--- config.mk ---
export PLATFORM = sky130hd
export DESIGN_NAME = link_sprite_drawer
export DESIGN_NICKNAME = d
export VERILOG_FILES = /design/src/rtl/game_pkg.sv /design/src/rtl/sprite_pixel_counter.sv /design/src/rtl/link_sprite_drawer.sv
export SDC_FILE = /design/constraint.sdc
export NUM_CORES = 1
export LEC_CHECK = 0
export ABC_CLOCK_PERIOD_IN_PS = 2000
export CORE_UTILIZATION = 25
export CTS_CLUSTER_SIZE = 20
export DETAILED_ROUTE_END_ITERATION = 6
export PLACE_DENSITY = 0.47
export SYNTH_ARGS = -nofsm -noshare
export SYNTH_HDL_FRONTEND = slang
export SYNTH_SLANG_ARGS = --single-unit
--- constraint.sdc ---
create_clock -name clock -period 2 [get_ports clock]
set_input_delay 0.3 -clock clock [delete_from_list [all_inputs] [get_ports clock]]
set_output_delay 0.3 -clock clock [all_outputs]
set_load 0.02 [all_outputs]
--- src/rtl/game_pkg.sv ---
// Shared constants and types for the draw-stage sprite renderers (player and enemies).
// Covers screen geometry, colour format, facing encoding and the sprite ROM address layout.
package game_pkg;

    localparam int SCREEN_W = 320;
    localparam int SCREEN_H = 240;
    localparam int COLOUR_W = 9;
    localparam logic [COLOUR_W-1:0] TRANSPARENT = 9'h1FF;

    localparam int X_W = 9;
    localparam int Y_W = 8;

    localparam int DIR_W        = 2;
    localparam int SPRITE_ROW_W = 4;
    localparam int SPRITE_COL_W = 4;
    localparam int SPRITE_ADDR_W = DIR_W + 1 + SPRITE_ROW_W + SPRITE_COL_W;

    typedef enum logic [DIR_W-1:0] {
        DIR_UP    = 2'd0,
        DIR_DOWN  = 2'd1,
        DIR_LEFT  = 2'd2,
        DIR_RIGHT = 2'd3
    } dir_t;

    // Sprite ROM address: one 16x16 image per (facing, frame) pair.
    typedef struct packed {
        dir_t                    dir;
        logic                    frame;
        logic [SPRITE_ROW_W-1:0] row;
        logic [SPRITE_COL_W-1:0] col;
    } sprite_addr_t;

    typedef enum logic [2:0] {
        ST_IDLE,
        ST_RUN,
        ST_DRAIN,
        ST_DONE,
        ST_RELEASE
    } draw_state_t;

endpackage

--- src/rtl/sprite_pixel_counter.sv ---
// Row-major sprite pixel counter (col fastest) with clear, enable and last-pixel flag.
module sprite_pixel_counter #(
    parameter int COL_W = 4,
    parameter int ROW_W = 4
) (
    input  logic             clock,
    input  logic             reset,
    input  logic             clear,
    input  logic             enable,
    output logic [ROW_W-1:0] row,
    output logic [COL_W-1:0] col,
    output logic             last
);

    logic [ROW_W+COL_W-1:0] count_reg;

    always_ff @(posedge clock) begin
        if (reset || clear) begin
            count_reg <= '0;
        end else if (enable) begin
            count_reg <= count_reg + 1'b1;
        end
    end

    assign {row, col} = count_reg;
    assign last       = &count_reg;

endmodule

--- src/rtl/link_sprite_drawer.sv ---
// Renders the 16x16 player sprite into the VGA framebuffer while draw_link is held,
// skipping transparent and off-screen pixels, then pulses draw_link_done once.
import game_pkg::*;

module link_sprite_drawer #(
    parameter int SPRITE_W = 16,
    parameter int SPRITE_H = 16
) (
    input  logic                     clock,
    input  logic                     reset,
    input  logic                     draw_link,
    input  logic [X_W-1:0]           link_x,
    input  logic [Y_W-1:0]           link_y,
    input  logic [1:0]               link_dir,
    input  logic                     link_frame,
    output logic [SPRITE_ADDR_W-1:0] rom_addr,
    input  logic [COLOUR_W-1:0]      rom_data,
    output logic [X_W-1:0]           vga_x,
    output logic [Y_W-1:0]           vga_y,
    output logic [COLOUR_W-1:0]      vga_colour,
    output logic                     vga_plot,
    output logic                     draw_link_done
);

    localparam int COL_W = $clog2(SPRITE_W);
    localparam int ROW_W = $clog2(SPRITE_H);

    draw_state_t state_reg, state_next;

    logic [X_W-1:0] lx_reg;
    logic [Y_W-1:0] ly_reg;
    dir_t           dir_reg;
    logic           frame_reg;

    logic [ROW_W-1:0] row;
    logic [COL_W-1:0] col;
    logic             last;
    logic             start;
    logic             advance;
    logic             active_next;

    // Stage 1 sits alongside rom_data; coordinates carry one extra bit so off-screen sums never wrap.
    logic           s1_valid_reg;
    logic [X_W:0]   s1_x_reg;
    logic [Y_W:0]   s1_y_reg;
    sprite_addr_t   addr;

    always_comb begin
        state_next = state_reg;
        start      = 1'b0;
        advance    = 1'b0;
        case (state_reg)
            ST_IDLE: begin
                if (draw_link) begin
                    start      = 1'b1;
                    state_next = ST_RUN;
                end
            end
            ST_RUN: begin
                if (!draw_link) begin
                    state_next = ST_IDLE;
                end else if (last) begin
                    state_next = ST_DRAIN;
                end else begin
                    advance = 1'b1;
                end
            end
            ST_DRAIN: begin
                // Stage 1 empties one cycle into DRAIN; the output stage emits the last pixel as we leave.
                if (!draw_link) begin
                    state_next = ST_IDLE;
                end else if (!s1_valid_reg) begin
                    state_next = ST_DONE;
                end
            end
            ST_DONE:    state_next = ST_RELEASE;
            ST_RELEASE: begin
                if (!draw_link) begin
                    state_next = ST_IDLE;
                end
            end
            default:    state_next = ST_IDLE;
        endcase
        active_next = (state_next == ST_RUN) || (state_next == ST_DRAIN);
    end

    assign draw_link_done = (state_reg == ST_DONE);

    always_ff @(posedge clock) begin
        if (reset) begin
            state_reg <= ST_IDLE;
        end else begin
            state_reg <= state_next;
        end
    end

    always_ff @(posedge clock) begin
        if (reset) begin
            lx_reg    <= '0;
            ly_reg    <= '0;
            dir_reg   <= DIR_UP;
            frame_reg <= 1'b0;
        end else if (start) begin
            lx_reg    <= link_x;
            ly_reg    <= link_y;
            dir_reg   <= dir_t'(link_dir);
            frame_reg <= link_frame;
        end
    end

    sprite_pixel_counter #(
        .COL_W (COL_W),
        .ROW_W (ROW_W)
    ) pixel_counter (
        .clock  (clock),
        .reset  (reset),
        .clear  (start),
        .enable (advance),
        .row    (row),
        .col    (col),
        .last   (last)
    );

    // Address is built purely from flops, so it behaves as a registered output.
    always_comb begin
        addr.dir   = dir_reg;
        addr.frame = frame_reg;
        addr.row   = row;
        addr.col   = col;
    end

    assign rom_addr = addr;

    always_ff @(posedge clock) begin
        if (reset) begin
            s1_valid_reg <= 1'b0;
            s1_x_reg     <= '0;
            s1_y_reg     <= '0;
            vga_x        <= '0;
            vga_y        <= '0;
            vga_colour   <= '0;
            vga_plot     <= 1'b0;
        end else begin
            s1_valid_reg <= (state_reg == ST_RUN) && draw_link;
            s1_x_reg     <= {1'b0, lx_reg} + (X_W+1)'(col);
            s1_y_reg     <= {1'b0, ly_reg} + (Y_W+1)'(row);
            vga_x        <= s1_x_reg[X_W-1:0];
            vga_y        <= s1_y_reg[Y_W-1:0];
            vga_colour   <= rom_data;
            // Gating on the next state drops in-flight pixels on abort.
            vga_plot     <= s1_valid_reg
                            && (rom_data != TRANSPARENT)
                            && (s1_x_reg < (X_W+1)'(SCREEN_W))
                            && (s1_y_reg < (Y_W+1)'(SCREEN_H))
                            && active_next;
        end
    end

endmodule

==> flow_summary.json, run 1 <==
{
  "clock_latency_ns": 0.33,
  "track_usage_pct": 11.9,
  "ir_drop_mv": 0.338,
  "syn_inst": 327,
  "grt.overflow.total": 0,
  "yosys_warnings": 0,
  "vias": 2360,
  "detail-route-antenna-nets": 0,
  "grt_max_degree": 31,
  "critPathKind": "register to register",
  "die_w_um": 112,
  "met2_length_mm": 2.85,
  "rsz0062_at_grt": "no",
  "io_buffers": 70,
  "cts_buffers": 9,
  "clockRootBuffer": "clkbuf_16",
  "finalWirelength_mm": 6.70,
  "outcome": "complete, but fails checks",
  "met1_length_mm": 3.33,
  "max_stage_delay_ns": 0.39,
  "min_path_type": "register to register",
  "largest_reg_flops": 10,
  "critical-path-slowest-cell": "fa_1",
  "cts_hold_buf": 0,
  "top_layer_used": "met4",
  "path_cells": "ha_1 -> inv_1 -> fa_1 -> nand2b_1 -> a21boi_1 -> nor2_1 -> nor4b_1",
  "vias_per_cell": 4.30,
  "start_util_pct": 26.0,
  "syn_to_final_growth_pct": 40.3,
  "num_rows": 39,
  "wl_per_cell_um": 12.2,
  "fin_crit_sh_pct": 89.8,
  "finalSetupViolCount": 0,
  "clk_path_buf_depth": 2,
  "max_clock_freq_mhz": 557,
  "die_area_sq_um": 12500,
  "fin_skew_ns": 0.00365,
  "clk_pin_slew_ns": 0.06,
  "clock-sinks": 78,
  "wl_met3_um": 348,
  "firstDrtPassIters": 7,
  "drv_cap": 0,
  "chipHeight_um": 112,
  "cp-start-kind": "register",
  "violations": "DRC",
  "synth-seq-cells": 78,
  "synth_cell_type_count": 46,
  "ys.flop_type": "dfxtp_1",
  "synth_area_sq_um": 3020,
  "slew_headroom_pct": 62.1,
  "first_iter_violations": 129,
  "dp_hpwl_mm": 4.91,
  "cts_tree": "done",
  "powerDensity_nw_per_um2": 840,
  "fin_tns_setup_ns": 0,
  "syn_nets": 370,
  "antenna_found_initial": 0,
  "io_pins": 71,
  "synth_edf_count": 0,
  "grt_pass1_wl_mm": 11.5,
  "worst_slew_pin_slew_ns": 0.568,
  "ys_async_sr_fraction_pct": 0,
  "first_global_vias": 2321,
  "diodes": 0,
  "worstPathMaxFanout": 3,
  "required_ns": 2.24,
  "period_needed_ns": 1.80,
  "finalNetCount": 446,
  "cp.arrival_ns": 2.03,
  "fp.coreArea_sq_um": 11600,
  "final_util_pct": 36.5,
  "drive_above_1_share_pct": 8.87,
  "p_leak_nw": 1.56,
  "avgSynthCellArea_sq_um": 9.24,
  "synth_largest_area_cell": "dfxtp_1",
  "slew_violations": 0,
  "h-tree-depth": 3,
  "seq_area_frac_synth_pct": 51.7,
  "gp_congestion": 0.775,
  "synthTopCellsByArea": "dfxtp_1 (52%), nor2b_1 (6.2%), nand2_1 (5.7%)",
  "drc": 9,
  "hold_viol_final": 0,
  "synth_top_area_share_pct": 51.7,
  "critPathCaptureType": "register"
}
-- path summary, 6_finish.rpt --
kind                                      startpoint                endpoint  slack [ns]  cells after the start
min reg2reg                   s1_x_reg[5]$_SDFF_PP0_     vga_x[5]$_SDFF_PP0_        0.43                      1
min                           s1_x_reg[5]$_SDFF_PP0_     vga_x[5]$_SDFF_PP0_        0.43                      1
max reg2reg  pixel_counter.count_reg[4]$_SDFFE_PP0P_  s1_y_reg[8]$_SDFF_PP0_        0.20                      7
max          pixel_counter.count_reg[4]$_SDFFE_PP0P_  s1_y_reg[8]$_SDFF_PP0_        0.20                      7
-- layout make-up --
type	count	area (sq um)
Timing Repair Buffer	81	815
Fill cell	1199	7370
Tap cell	143	179
Inverter	8	30.0
Multi-Input combinational cell	225	1360
Clock buffer	11	253
Clock inverter	3	43.8
Sequential cell	78	1560
-- critical path, delay by kind of cell, from the launching register on --
kind / cells / cell delay (ns)
flops: 1 / 0.33
fa+ha+maj: 2 / 0.58
buf+inv: 1 / 0.06
simple gates: 3 / 0.50
compound gates: 1 / 0.23
-- through the flow --
stage | instance area, sq um | hold slack [ns] | power (mW) | std cells | setup WS (ns)
after global routing | 4240 | 0.453 | 3.73 | 549 | 0.00218
after global placement | 3940 | 0.422 | 1.98 | 535 | 0.160
after detailed placement | 3940 | 0.428 | 1.99 | 535 | 0.144
final | 4240 | 0.433 | 3.56 | 549 | 0.204
after floorplan | 3020 | 0.414 | 1.82 | 327 | 0.0390
after CTS | 4240 | 0.441 | 3.61 | 549 | 0.134
-- layer usage --
| layer | vias up | global-route usage [%] |
|---|---|---|
| met5 | - | 0 |
| met2 | 61 | 17.6 |
| met3 | 11 | 2.89 |
| met1 | 1028 | 15.6 |
| li1 | 1260 | - |
| met4 | 0 | 7.03 |
-- cell families (layout without fill, tap and decap cells) --
family	count (synthesis)	count (layout)	share of synthesized area [%]
xor gates and xnor gates	8	8	2.32
adders and majority gates	11	11	5.05
buffers and inverters	24	103	3.52
AOI/OAI and AO/OA	56	56	11.0
DFF	78	78	51.7
and+or+nand+nor	147	147	25.4
muxes	3	3	0.994
-- synth_stat cells (5+ instances only) --
cell      count
nor3_1        7
nand3_1       8
inv_1         8
ha_1          9
nand2b_1      6
xnor2_1       5
nor2_1       25
clkbuf_1     10
nor2b_1      30
dfxtp_1      78
nand4_1       5
a21oi_1      33
o21ai_0       7
nand2_1      46
-- what timing repair did --
action / in CTS / in global routing
resized for setup: 1 / 1
buffers inserted: 0 / 0
endpoints found under the setup margin: 1 / 1
endpoints found under the hold margin: 0 / 0
pin swaps: 0 / 0
gates cloned: 0 / 0
-- cells in the final DEF, fill, tap and decap left out, types with 6 or more instances in the layout --
cell and count:
dfxtp_1 78, clkdlybuf4s50_1 68, nand2_1 46, a21oi_1 33, nor2b_1 30, nor2_1 25, ha_1 9, clkbuf_16 9
inv_1 8, nand3_1 8, buf_4 8, o21ai_0 7, nand2b_1 6, nor3_1 6
-- report_power, final --
group | internal, mW | total, mW | leakage, nW | switching (mW)
sequential | 1.61 | 1.64 | 0.637 | 0.0310
combinational | 0.162 | 0.304 | 0.777 | 0.142
clock | 1.02 | 1.61 | 0.148 | 0.593
No activity file was read; power rests on OpenSTA's default activity.
==> run 2: changes to the inputs <==
Settings changed: PLACE_DENSITY 0.47 to 0.45, SKIP_LAST_GASP from default to 1.
==> run 2 against run 1 <==
  * The flow still finishes with violations (DRC)
  * Setup slack improved by 0.014 ns
  * Largest cell class unchanged
  * Combinational power fell by 1%
  * Critical path type is now register to output port
  * Clock power rose by 9%
  * Final cell count rose by 0.73%
==> flow_summary.json, run 2 (same netlist as run 1, synthesis figures left out) <==
{
  "outcome": "complete, but fails checks",
  "violations": "DRC",
  "max_clock_freq_mhz": 561,
  "reg2reg_from": "pixel_counter.count_reg[0]$_SDFFE_PP0P_",
  "fin_crit_sh_pct": 89.1,
  "min_path_type": "primary input to register",
  "wl_per_cell_um": 12.7,
  "grt_max_degree": 24,
  "layout_commonest_cell": "dfxtp_1",
  "io_pins": 71,
  "required_ns": 1.70,
  "reg2reg_slack_ns": 0.23,
  "grt_pass1_wl_mm": 11.9,
  "critPathKind": "register to output port",
  "worstPathMaxFanout": 5,
  "powerDensity_nw_per_um2": 870,
  "diodes": 0,
  "finalSetupViolCount": 0,
  "post-place-ws_ns": 0.137,
  "clock-sinks": 78,
  "clk_path_buf_depth": 2,
  "finalNetCount": 448,
  "num_rows": 39,
  "largest_reg_flops": 10,
  "hold_end": "s1_x_reg[8]$_SDFF_PP0_",
  "syn_to_final_growth_pct": 41.1,
  "first_iter_violations": 132,
  "antenna_found_initial": 0,
  "clockRootBuffer": "clkbuf_16",
  "clock_latency_ns": 0.33,
  "gp_congestion": 0.779,
  "slew_headroom_pct": 73.1,
  "fill_cells": 1205,
  "cp-start-kind": "register",
  "chipHeight_um": 112,
  "period_needed_ns": 1.78,
  "die_area_sq_um": 12500,
  "reg2reg_depth": 7,
  "mostFrequentLayoutCells": "dfxtp_1 (78), clkdlybuf4s50_1 (68), nand2_1 (46)",
  "track_usage_pct": 12.2,
  "grt.overflow.total": 0,
  "drv_cap": 0,
  "io_buffers": 70,
  "whs_path_depth": 2,
  "fin_area_sq_um": 4260,
  "cts_buffers": 9,
  "first_global_vias": 2376,
  "p_leak_nw": 1.58,
  "firstDrtPassIters": 7,
  "critPathCaptureType": "output port",
  "fin_skew_ns": 0.00389,
  "cp.arrival_ns": 1.48,
  "ir_drop_mv": 0.411,
  "dp_hpwl_mm": 5.05,
  "vias": 2429,
  "fin_tns_setup_ns": 0,
  "fp.coreArea_sq_um": 11600,
  "start_util_pct": 26.0,
  "whs_ns": 0.366,
  "drc": 7,
  "final_util_pct": 36.7,
  "worst_slew_pin_slew_ns": 0.401,
  "fin_ws_ns": 0.218,
  "slew_violations": 0,
  "cts_setup_buffers": 0,
  "h-tree-depth": 3,
  "die_w_um": 112,
  "r2r_end": "s1_x_reg[6]$_SDFF_PP0_",
  "hold_viol_final": 0,
  "placed_cell_area_sq_um": 3930,
  "detail-route-antenna-nets": 0,
  "drive_above_1_share_pct": 9.76,
  "vias_per_cell": 4.39,
  "finalWirelength_mm": 7.04,
  "min_from": "reset",
  "cts_tree": "done",
  "clk_pin_slew_ns": 0.06
}
==> run 2: worst max-delay path: stages (launching register included) <==
cell and delay [ns]:
dfxtp_1 0.41, buf_4 0.15, clkdlybuf4s50_1 0.59
==> run 2: metal layers <==
layer,GRT usage [%],routed length (um),up-vias
met5,0,0,-
met4,6.49,141,0
met3,3.38,418,10
met2,17.6,3020,64
met1,16.4,3460,1094
li1,-,-,1261
==> run 2: report_power, final <==
part	leakage (nW)	switching, mW	internal [mW]
Sequential	0.637	0.0306	1.61
Clock	0.160	0.635	1.13
Combinational	0.779	0.143	0.157
Total	1.58	0.809	2.90
==> run 2: area by class of cell <==
cell class                      count  area [sq um]  share of cell area [%]
Multi-Input combinational cell    225          1360                    31.9
Sequential cell                    78          1560                    36.6
Inverter                            8          30.0                   0.705
Tap cell                          143           179                    4.20
Clock buffer                       11           243                    5.70
Timing Repair Buffer               83           805                    18.9
Clock inverter                      5          82.6                    1.94
==> run 2: metrics by stage <==
step,power [mW],instances
6_report,3.71,553
3_5_place_dp,1.98,537
4_1_cts,3.76,553
2_1_floorplan,1.82,327
5_1_grt,3.86,553
3_3_place_gp,1.98,537
==> run 2: how the worst max path moves through the flow <==
stage / start / to / slack (ns) / depth (start not counted)
after floorplan: pixel_counter.count_reg[4]$_SDFFE_PP0P_ / s1_y_reg[8]$_SDFF_PP0_ / 0.04 / 7
after global placement: draw_link / lx_reg[3]$_SDFFE_PP0P_ / 0.15 / 6
after detailed placement: draw_link / lx_reg[6]$_SDFFE_PP0P_ / 0.14 / 6
after CTS: pixel_counter.count_reg[4]$_SDFFE_PP0P_ / s1_y_reg[8]$_SDFF_PP0_ / 0.15 / 7
after global routing: pixel_counter.count_reg[4]$_SDFFE_PP0P_ / s1_y_reg[8]$_SDFF_PP0_ / -0.004 / 7
final: pixel_counter.count_reg[1]$_SDFFE_PP0P_ / rom_addr[1] / 0.22 / 2
==> run 2: what timing repair did <==
| action | CTS | global route |
|---|---|---|
| gates cloned | 0 | 0 |
| hold buffers | 0 | 0 |
| resized for setup | 1 | 2 |
| setup endpoints to repair | 1 | 1 |
==> run 3: changes to the inputs <==
Settings changed: ABC_CLOCK_PERIOD_IN_PS 2000 to default, SLEW_MARGIN from default to 5.
==> results of run 3 <==
No change in the layout: final DEF, timing and power equal those of run 2.
